--- src/rtl/imem_stream_loader_pkg.sv ---
// Shared definitions for the instruction-memory stream loader.
//   state_e   : loader FSM states (SYNC, CNT_HI, CNT_LO, PAYLOAD, CHECK, DONE)
//   SYNC_BYTE : default frame start marker
//   CNT_W     : width of the word-count field in the frame header
//   WORD_W    : width of an assembled instruction word
package mips_loader_pkg;

  typedef enum logic [2:0] {
    StSync,
    StCntHi,
    StCntLo,
    StPayload,
    StCheck,
    StDone
  } state_e;

  localparam logic [7:0]  SYNC_BYTE = 8'hA5;
  localparam int unsigned CNT_W     = 16;
  localparam int unsigned WORD_W    = 32;

endpackage

--- src/rtl/imem_stream_loader_if.sv ---
// Byte-stream input and instruction-memory / core-control outputs of the loader.
//   in_valid/in_data/in_ready : byte stream, accepted when in_valid && in_ready
//   mem_we/mem_addr/mem_wdata : instruction-memory write port
//   cpu_rst/done/err          : core reset hold and load status
// master drives the stream; slave is the loader.
interface imem_stream_loader_if #(
  parameter int unsigned ADDR_W = 8
);
  logic              in_valid;
  logic [7:0]        in_data;
  logic              in_ready;
  logic              mem_we;
  logic [ADDR_W-1:0] mem_addr;
  logic [31:0]       mem_wdata;
  logic              cpu_rst;
  logic              done;
  logic              err;

  modport master (
    output in_valid, in_data,
    input  in_ready, mem_we, mem_addr, mem_wdata, cpu_rst, done, err
  );

  modport slave (
    input  in_valid, in_data,
    output in_ready, mem_we, mem_addr, mem_wdata, cpu_rst, done, err
  );
endinterface

--- src/rtl/imem_stream_loader_word.sv ---
// Byte-to-word assembler for the loader payload.
//   clk_i, rst_i   : clock and synchronous active-high reset
//   clear_i        : restart assembly and checksum (frame sync)
//   shift_en_i     : accepted payload byte present on data_i
//   word_valid_o   : high in the cycle the 4th byte of a word is accepted
//   word_o         : assembled big-endian word, valid with word_valid_o
//   chk_o          : XOR of all payload bytes accepted since clear_i
module word_assembler
  import mips_loader_pkg::*;
(
  input  logic              clk_i,
  input  logic              rst_i,
  input  logic              clear_i,
  input  logic              shift_en_i,
  input  logic [7:0]        data_i,
  output logic              word_valid_o,
  output logic [WORD_W-1:0] word_o,
  output logic [7:0]        chk_o
);

  // Only the first three bytes need storage; the 4th comes straight from data_i.
  logic [WORD_W-9:0] shreg_q;
  logic [1:0]        cnt_q;
  logic [7:0]        chk_q;

  always_ff @(posedge clk_i) begin
    if (rst_i || clear_i) begin
      shreg_q <= '0;
      cnt_q   <= '0;
      chk_q   <= '0;
    end else if (shift_en_i) begin
      shreg_q <= {shreg_q[WORD_W-17:0], data_i};
      cnt_q   <= cnt_q + 2'd1;
      chk_q   <= chk_q ^ data_i;
    end
  end

  always_comb begin
    word_o       = {shreg_q, data_i};
    word_valid_o = shift_en_i && (cnt_q == 2'd3);
    chk_o        = chk_q;
  end

endmodule

--- src/rtl/imem_stream_loader.sv ---
// Framed program loader for the MIPS instruction memory.
// Frame: SYNC_BYTE, CNT_HI, CNT_LO, N x 4 payload bytes (MSB first), CHK (XOR of payload).
//   clk, rst : clock and synchronous active-high reset
//   bus      : slave side of imem_stream_loader_if (stream in, memory write out, status)
// The core is held in cpu_rst until a frame with a matching checksum has been written.
module imem_stream_loader #(
  parameter int unsigned DEPTH     = 256,
  parameter int unsigned ADDR_W    = 8,
  parameter logic [7:0]  SYNC_BYTE = mips_loader_pkg::SYNC_BYTE
) (
  input logic                 clk,
  input logic                 rst,
  imem_stream_loader_if.slave bus
);
  import mips_loader_pkg::*;

  state_e              state_q, state_d;
  logic [7:0]          cnt_hi_q, cnt_hi_d;
  logic [ADDR_W-1:0]   last_q, last_d;     // index of the final word (N-1)
  logic [ADDR_W-1:0]   widx_q, widx_d;
  logic                mem_we_q, mem_we_d;
  logic [ADDR_W-1:0]   mem_addr_q, mem_addr_d;
  logic [WORD_W-1:0]   mem_wdata_q, mem_wdata_d;
  logic                cpu_rst_q, cpu_rst_d;
  logic                done_q, done_d;
  logic                err_q, err_d;

  logic                accept;
  logic                clear;
  logic                shift_en;
  logic                word_valid;
  logic [WORD_W-1:0]   word;
  logic [7:0]          chk;
  logic [CNT_W-1:0]    n;

  assign bus.in_ready  = (state_q != StDone);
  assign bus.mem_we    = mem_we_q;
  assign bus.mem_addr  = mem_addr_q;
  assign bus.mem_wdata = mem_wdata_q;
  assign bus.cpu_rst   = cpu_rst_q;
  assign bus.done      = done_q;
  assign bus.err       = err_q;

  assign accept   = bus.in_valid && bus.in_ready;
  assign shift_en = accept && (state_q == StPayload);
  assign n        = {cnt_hi_q, bus.in_data};

  word_assembler u_word (
    .clk_i        (clk),
    .rst_i        (rst),
    .clear_i      (clear),
    .shift_en_i   (shift_en),
    .data_i       (bus.in_data),
    .word_valid_o (word_valid),
    .word_o       (word),
    .chk_o        (chk)
  );

  always_comb begin
    state_d     = state_q;
    cnt_hi_d    = cnt_hi_q;
    last_d      = last_q;
    widx_d      = widx_q;
    mem_we_d    = 1'b0;
    mem_addr_d  = mem_addr_q;
    mem_wdata_d = mem_wdata_q;
    cpu_rst_d   = cpu_rst_q;
    done_d      = done_q;
    err_d       = err_q;
    clear       = 1'b0;

    case (state_q)
      StSync: begin
        if (accept && (bus.in_data == SYNC_BYTE)) begin
          err_d   = 1'b0;
          clear   = 1'b1;
          widx_d  = '0;
          state_d = StCntHi;
        end
      end
      StCntHi: begin
        if (accept) begin
          cnt_hi_d = bus.in_data;
          state_d  = StCntLo;
        end
      end
      StCntLo: begin
        if (accept) begin
          if (n == '0) begin
            state_d = StCheck;
          end else if (32'(n) > DEPTH) begin
            err_d   = 1'b1;
            state_d = StSync;
          end else begin
            last_d  = ADDR_W'(n - CNT_W'(1));
            state_d = StPayload;
          end
        end
      end
      StPayload: begin
        if (word_valid) begin
          mem_we_d    = 1'b1;
          mem_addr_d  = widx_q;
          mem_wdata_d = word;
          // Compare before incrementing so a full-depth frame never wraps the index.
          if (widx_q == last_q) state_d = StCheck;
          else                  widx_d  = widx_q + ADDR_W'(1);
        end
      end
      StCheck: begin
        if (accept) begin
          if (bus.in_data == chk) begin
            done_d    = 1'b1;
            cpu_rst_d = 1'b0;
            state_d   = StDone;
          end else begin
            err_d   = 1'b1;
            state_d = StSync;
          end
        end
      end
      StDone:  ;
      default: state_d = StSync;
    endcase
  end

  always_ff @(posedge clk) begin
    if (rst) begin
      state_q     <= StSync;
      cnt_hi_q    <= '0;
      last_q      <= '0;
      widx_q      <= '0;
      mem_we_q    <= 1'b0;
      mem_addr_q  <= '0;
      mem_wdata_q <= '0;
      cpu_rst_q   <= 1'b1;
      done_q      <= 1'b0;
      err_q       <= 1'b0;
    end else begin
      state_q     <= state_d;
      cnt_hi_q    <= cnt_hi_d;
      last_q      <= last_d;
      widx_q      <= widx_d;
      mem_we_q    <= mem_we_d;
      mem_addr_q  <= mem_addr_d;
      mem_wdata_q <= mem_wdata_d;
      cpu_rst_q   <= cpu_rst_d;
      done_q      <= done_d;
      err_q       <= err_d;
    end
  end

endmodule

--- src/flat_wrapper.sv ---
// flat-port wrapper written by rule: the top's interface ports become plain ports
module imem_stream_loader_flat import mips_loader_pkg::*;
#(
  parameter int unsigned DEPTH     = 256,
  parameter int unsigned ADDR_W    = 8,
  parameter logic [7:0]  SYNC_BYTE = mips_loader_pkg::SYNC_BYTE
)
  (clk, rst, bus_in_valid, bus_in_data, bus_in_ready, bus_mem_we, bus_mem_addr, bus_mem_wdata, bus_cpu_rst, bus_done, bus_err);
  imem_stream_loader_if #(.ADDR_W(ADDR_W)) bus_i ();
  input logic clk;
  input logic rst;
  input wire logic [$bits(bus_i.in_valid)-1:0] bus_in_valid;
  input wire logic [$bits(bus_i.in_data)-1:0] bus_in_data;
  output wire logic [$bits(bus_i.in_ready)-1:0] bus_in_ready;
  output wire logic [$bits(bus_i.mem_we)-1:0] bus_mem_we;
  output wire logic [$bits(bus_i.mem_addr)-1:0] bus_mem_addr;
  output wire logic [$bits(bus_i.mem_wdata)-1:0] bus_mem_wdata;
  output wire logic [$bits(bus_i.cpu_rst)-1:0] bus_cpu_rst;
  output wire logic [$bits(bus_i.done)-1:0] bus_done;
  output wire logic [$bits(bus_i.err)-1:0] bus_err;
  assign bus_i.in_valid = bus_in_valid;
  assign bus_i.in_data = bus_in_data;
  assign bus_in_ready = bus_i.in_ready;
  assign bus_mem_we = bus_i.mem_we;
  assign bus_mem_addr = bus_i.mem_addr;
  assign bus_mem_wdata = bus_i.mem_wdata;
  assign bus_cpu_rst = bus_i.cpu_rst;
  assign bus_done = bus_i.done;
  assign bus_err = bus_i.err;
  imem_stream_loader #(.DEPTH(DEPTH), .ADDR_W(ADDR_W), .SYNC_BYTE(SYNC_BYTE)) u_core (.clk(clk), .rst(rst), .bus(bus_i));
endmodule
--- config.mk ---
export PLATFORM = sky130hd
export DESIGN_NAME = imem_stream_loader_flat
export DESIGN_NICKNAME = d
export VERILOG_FILES = /design/src/rtl/imem_stream_loader_pkg.sv /design/src/rtl/imem_stream_loader_if.sv /design/src/rtl/imem_stream_loader_word.sv /design/src/rtl/imem_stream_loader.sv /design/src/flat_wrapper.sv
export SDC_FILE = /design/constraint.sdc
export NUM_CORES = 1
export LEC_CHECK = 0
export CORE_MARGIN = 10
export CORE_UTILIZATION = 38
export CTS_CLUSTER_DIAMETER = 120
export CTS_CLUSTER_SIZE = 40
export DETAILED_ROUTE_END_ITERATION = 8
export DONT_BUFFER_PORTS = 1
export PLACE_DENSITY = 0.48
export SLEW_MARGIN = 20
export SYNTH_ARGS = -nofsm -noshare
export SYNTH_HDL_FRONTEND = slang
export SYNTH_HIERARCHICAL = 1
export SYNTH_SLANG_ARGS = --single-unit
--- constraint.sdc ---
create_clock -name clk -period 4.15 [get_ports clk]
set_input_delay 0.415 -clock clk [delete_from_list [all_inputs] [get_ports clk]]
set_output_delay 0.415 -clock clk [all_outputs]
set_load 0.02 [all_outputs]
=== Word level (Yosys, flattened, before mapping) ===
Index checks and enable logic that the tools add are counted.

* Latch bits: 0
* Flip-flop bits (word level): 105
* Output and inout port bits: 45
* Bits in read-only memories: 0
* Logic and storage cells: 83
* Memory bits (writable): 0
* Input port bits: 11
* Memories kept: 0

* Mux-type cells: 24
* Eq/ne operators: 20
* Add/sub/neg operators: 3
* Reductions and logical operators: 17
* Div/mod/pow operators: 0
* Shift operators: 0
* Bitwise gates (word level): 5
* Multiply operators: 0
* Magnitude comparators: 1

{| class="wikitable"
|+ Operator list
! kind !! number
|-
| $mux 3 || 8
|-
| $mux 8 || 3
|-
| $pmux 3 s6 || 1
|-
| $eq 8x8->1 || 2
|-
| $gt 16x9->1 const B || 1
|-
| $logic_not 16->1 || 1
|-
| $pmux 8 s2 || 1
|-
| $reduce_and 7->1 || 2
|-
| $ne 2x1->1 const B || 5
|-
| $ne 2x2->1 const B || 5
|-
| $mux 1 || 9
|-
| $add 8x1->8 const B || 1
|-
| $eq 8x8->1 const B || 1
|-
| $reduce_and 4->1 || 2
|-
| $sub 8x1->8 const B || 1
|-
| $xor 8x8->8 || 1
|-
| $eq 3x2->1 const B || 2
|-
| $eq 3x3->1 const B || 2
|-
| $logic_and 1x1->1 || 4
|-
| $not 1->1 || 4
|-
| $reduce_and 2->1 || 2
|-
| $eq 3x1->1 const B || 1
|-
| $logic_not 3->1 || 1
|-
| $ne 3x3->1 const B || 1
|-
| 9 further kinds || 9
|}

=== Depth between registers and ports, before layout ===
* Depth in word-level cells: 6
* Depth in mapped cells: 12
* Mapped depth without buffers: 9

=== Cells and area by module ===
Netlist, hierarchy kept.

{| class="wikitable"
|+ By module, submodules not included
! module !! area an instance (um^2) !! cells each !! times used !! sequential area each (um^2)
|-
| imem_stream_loader || 3115.5 || 393 || 1 || 1421.4
|-
| word_assembler || 1407.6 || 130 || 1 || 680.7
|}

=== Worst setup path before layout ===
Ideal clock, no wire load.

* Path type: register to register
* From: register u_core.state_q[1]
* To: register u_core.state_q[2]
* Path buffers: 3
* Clock period less this slack: 2332 ps
* Required time: 4034 ps
* Setup time: 116 ps
* Arrival time: 2216 ps
* Path slack: 1818 ps
* Cell stages (with the launch flop): 12
* Cells stage by stage: dfxtp_1 clkbuf_1 nand2_1 nor2_1 and2_1 buf_6 buf_4 and2_1 a21o_1 a221oi_1 or4_1 o211a_1

* Cells in the longest elaborated chain, start to end: 6
* Elaborated cells on any way between the ends: 20
* Those cells by class: eq/ne: 12; mux: 1; bitwise: 1; reduce/logical: 6

{| class="wikitable"
|+ RTL lines
! item !! RTL line !! source
|-
| start, declared || imem_stream_loader.sv:17 || <nowiki>state_e state_q, state_d;</nowiki>
|-
| start signal, assigned || imem_stream_loader.sv:129 || <nowiki>state_q <= StSync;</nowiki>
|-
| start signal, assigned || imem_stream_loader.sv:140 || <nowiki>state_q <= state_d;</nowiki>
|-
| $ne 3x3->1 || imem_stream_loader.sv:36 || <nowiki>assign bus.in_ready = (state_q != StDone);</nowiki>
|-
| $logic_and 1x1->1 || imem_stream_loader.sv:44 || <nowiki>assign accept = bus.in_valid && bus.in_ready;</nowiki>
|-
| $logic_and 1x1->1 (*) || imem_stream_loader.sv:45 || <nowiki>assign shift_en = accept && (state_q == StPayload);</nowiki>
|-
| named net u_core.shift_en || imem_stream_loader.sv:30 || <nowiki>logic shift_en;</nowiki>
|-
| $logic_and 1x1->1 (*) || imem_stream_loader_word.sv:40 || <nowiki>word_valid_o = shift_en_i && (cnt_q == 2'd3);</nowiki>
|-
| named net u_core.word_valid || imem_stream_loader.sv:31 || <nowiki>logic word_valid;</nowiki>
|-
| $ne 2x2->1 (no line) (*) || -- ||
|-
| $reduce_and 7->1 (no line) (*) || -- ||
|}

Mark *: on every way through the listed nets, which the timed path passes. The rest lies on a longest branch.
A chain may end at the register's enable or synchronous reset.

=== Worst setup path after layout ===
* From: register u_core.state_q[0]
* To: register u_core.mem_wdata_q[14] (netlist: u_core/bus.mem_wdata[14])

* Cells in the longest elaborated chain, start to end: 5
* Elaborated cells on any way between the ends: 6
* Those cells by class: eq/ne: 2; reduce/logical: 4

{| class="wikitable"
|+ RTL lines
! item !! RTL line !! source
|-
| $ne 3x3->1 || imem_stream_loader.sv:36 ||
|-
| $logic_and 1x1->1 || imem_stream_loader.sv:44 ||
|-
| $logic_and 1x1->1 (*) || imem_stream_loader.sv:45 ||
|-
| named net u_core.shift_en || imem_stream_loader.sv:30 ||
|-
| $logic_and 1x1->1 (*) || imem_stream_loader_word.sv:40 ||
|-
| named net u_core.word_valid || imem_stream_loader.sv:31 ||
|-
| $reduce_and 2->1 (no line) (*) || -- ||
|-
| end signal, assigned || imem_stream_loader.sv:146 || <nowiki>mem_wdata_q <= mem_wdata_d;</nowiki>
|-
| end, declared || imem_stream_loader.sv:23 || <nowiki>logic [WORD_W-1:0] mem_wdata_q, mem_wdata_d;</nowiki>
|}

Marked as above.

==> reports/results.ini <==
[floorplan]
die_w_um=129.1
die_h_um=129.1
start_util=0.3928
die_area_um2=16670
core_um2=11520
num_rows=39
io_pins=56

[detailed_routing]
drc=0
wl_per_cell_um=16.82
drtIter0Drc=285
antenna_left=0
num_vias=3340
drt_wl_total_um=10830
via_per_inst=5.186
firstDrtPassIters=4

[logic_synthesis]
synth_cell_type_count=48
syn_area_per_cell_um2=8.648
postSynthCellCount=523
synth_fp_nets=539
yosys-top-cells-area=dfxtp_1, nand2_1, a21oi_1, mux2i_1, xnor2_1
seq_area_frac_synth=0.4647
synth_area_um2=4523
yosysWarnings=6
synthArstFlopShare=0
synth-seq-cells=105
synth_edf_count=0
ys.flop_type=dfxtp_1
synth_top_cell_area_share=0.4647
yosysTopAreaCell=dfxtp_1

[setup_path]
worstPathRequired_ns=4.43
crit_path_end=u_core/bus.mem_wdata[14]
crit_path_start=u_core/state_q[0]
r2r_slack_ns=1.62
critical_path.max_fanout=29
r2r_start=u_core/state_q[0]
worst-endpoint-arrival_ns=2.81
start_kind=register
worst-setup-path-type=reg -> reg
reg2reg_to=u_core/bus.mem_wdata[14]
reg2regPathDepth=8
worstSetupEndpointType=register

[sta]
hold_viol_final=0
fin_ws_ns=1.623
period_needed_ns=2.527
setup-violations-final=0
worst_slew_pin_slew_ns=0.6120
finalClockSkew_ns=0.007605
slew_violations=0
max-slew-margin-rel=0.5916
rsz0062_at_grt=no
fmax_mhz=395.8
setup_tns_ns=0
period_share=0.6089

[clock_network]
cts_hold_buf=0
htreeDepth=3
cts_setup_buffers=0
clock_latency_ns=0.35
root_buffer=clkbuf_16
ctsResizeCount=0
cts.clk_slew.worst_paths_ns=0.07
cts_buffers=9
cts_buffer_depth=2
cts_tree=built
cts.sinks=105

[cells_and_area]
antenna_cells=0
multiInputGateArea_um2=2143
fin_nets=512
stdcell_area_um2=4752
ff_latch_area_um2=2102
finalNonFillerCells=644
final_cell_mix=nand2_1, dfxtp_1, a21oi_1
drive_gt1_frac=0.07784
syn_to_final_growth_pct=5.062
post-route-util=0.4126
fill_cells=1192

[placed_design]
hpwl_um=7244
placed_cells=628
gp_congestion=0.8280
io_buffers=0
place_area_um2=4478
pre_cts_slack_ns=1.629

[pwr]
powerDensity_nw_per_um2=433.0
p_leak_nw=1.542
ir_drop_mv=0.2222

[run_status]
status=complete, no violations

[global_routing]
grt_pass1_vias=3244
antenna_found_initial=0
grt_usage=0.1322
overflow=0
grt_pass1_wl_um=17350
grt_max_degree=63

[hold_path]
hp-class=in -> reg

[flow_run]
max_cap_viol_count=0

==> per-stage QoR <==
stage,total power [W],hold WS [ns]
finish,0.002058,0.1302
global route,0.002159,0.1160
CTS,0.002088,0.1144
detailed placement,0.001283,0.4436
global placement,0.001283,0.4356
floorplan,0.001270,0.4308
==> metal layers <==
| layer | vias to the layer above | global-route usage | share of wire |
|---|---|---|---|
| met5 | - | 0 | 0 |
| li1 | 1703 | - | - |
| met4 | 0 | 0.03813 | 0.011 |
| met3 | 11 | 0.05383 | 0.057 |
| met1 | 1576 | 0.1564 | 0.45 |
| met2 | 50 | 0.2162 | 0.48 |
==> sequential cells by signal (all words and copies together) (netlist names) <==
name and cells:
u_core/u_word/shreg_q 24, u_core/cnt_hi_q 8, u_core/bus.cpu_rst 1, u_core/state_q 3
u_core/u_word/cnt_q 2, u_core/bus.err 1, u_core/bus.mem_wdata 32, u_core/u_word/chk_o 8
u_core/bus.mem_we 1, u_core/last_q 8, u_core/bus.done 1, u_core/widx_q 8
u_core/bus.mem_addr 8
==> cell families (layout without fill, tap and decap cells) <==
| group | count (synthesis) | in the layout | share of synthesized area |
|---|---|---|---|
| adder cells (fa/ha/maj) | 5 | 5 | 0.01383 |
| XOR/XNOR | 26 | 26 | 0.05035 |
| AND/OR/NAND/NOR | 209 | 209 | 0.2116 |
| multiplexers | 26 | 26 | 0.05754 |
| AO/OA/AOI/OAI | 104 | 104 | 0.1403 |
| flip-flops | 105 | 105 | 0.4647 |
| buffers and inverters | 48 | 26 | 0.06169 |
==> power breakdown <==
part           switching [W]  internal (W)  leakage [nW]
clock               0.000371      0.000425         0.137
sequential         0.0000471       0.00104         0.846
combinational      0.0000988     0.0000807         0.559
total               0.000517       0.00154          1.54
==> cell usage after synthesis (all sizes together) (2+ instances only) <==
library cell / number
a211oi: 8
a21bo: 8
a21o: 2
a21oi: 68
and2: 3
and3: 3
buf: 22
clkbuf: 20
dfxtp: 105
ha: 5
inv: 5
mux2i: 26
nand2: 105
nand2b: 2
nand3: 8
nand3b: 9
nand4: 5
nor2: 47
nor2b: 3
nor3: 5
nor4: 2
o211a: 2
o21ai: 10
or3: 8
or4: 5
xnor2: 25
==> worst min path at each step <==
stage	startpoint	to	slack, ns	cells past startpoint
global route	rst	u_core/cnt_hi_q[4]	0.12	1
global placement	u_core/cnt_hi_q[4]	u_core/cnt_hi_q[4]	0.44	2
CTS	rst	u_core/cnt_hi_q[1]	0.11	1
finish	rst	u_core/cnt_hi_q[3]	0.13	1
detailed placement	u_core/cnt_hi_q[2]	u_core/cnt_hi_q[2]	0.44	2
floorplan	u_core/cnt_hi_q[4]	u_core/cnt_hi_q[4]	0.43	2
==> worst max-delay path: stages (launching register included) <==
cell     delay, ns
dfxtp_1       0.56
nand2_1       0.17
nor2_1        0.27
and2_2        0.20
and2_1        0.20
and2_1        0.41
buf_4         0.38
nand2_1       0.12
a21oi_1       0.13
==> final cells by class <==
| cell class | count | area share |
|---|---|---|
| Clock inverter | 4 | 0.005793 |
| Timing Repair Buffer | 4 | 0.006319 |
| Tap cell | 143 | 0.03765 |
| Sequential cell | 105 | 0.4423 |
| Multi-Input combinational cell | 370 | 0.4510 |
| Clock buffer | 12 | 0.05187 |
| Inverter | 6 | 0.005003 |
(Power assumes the default switching activity.)
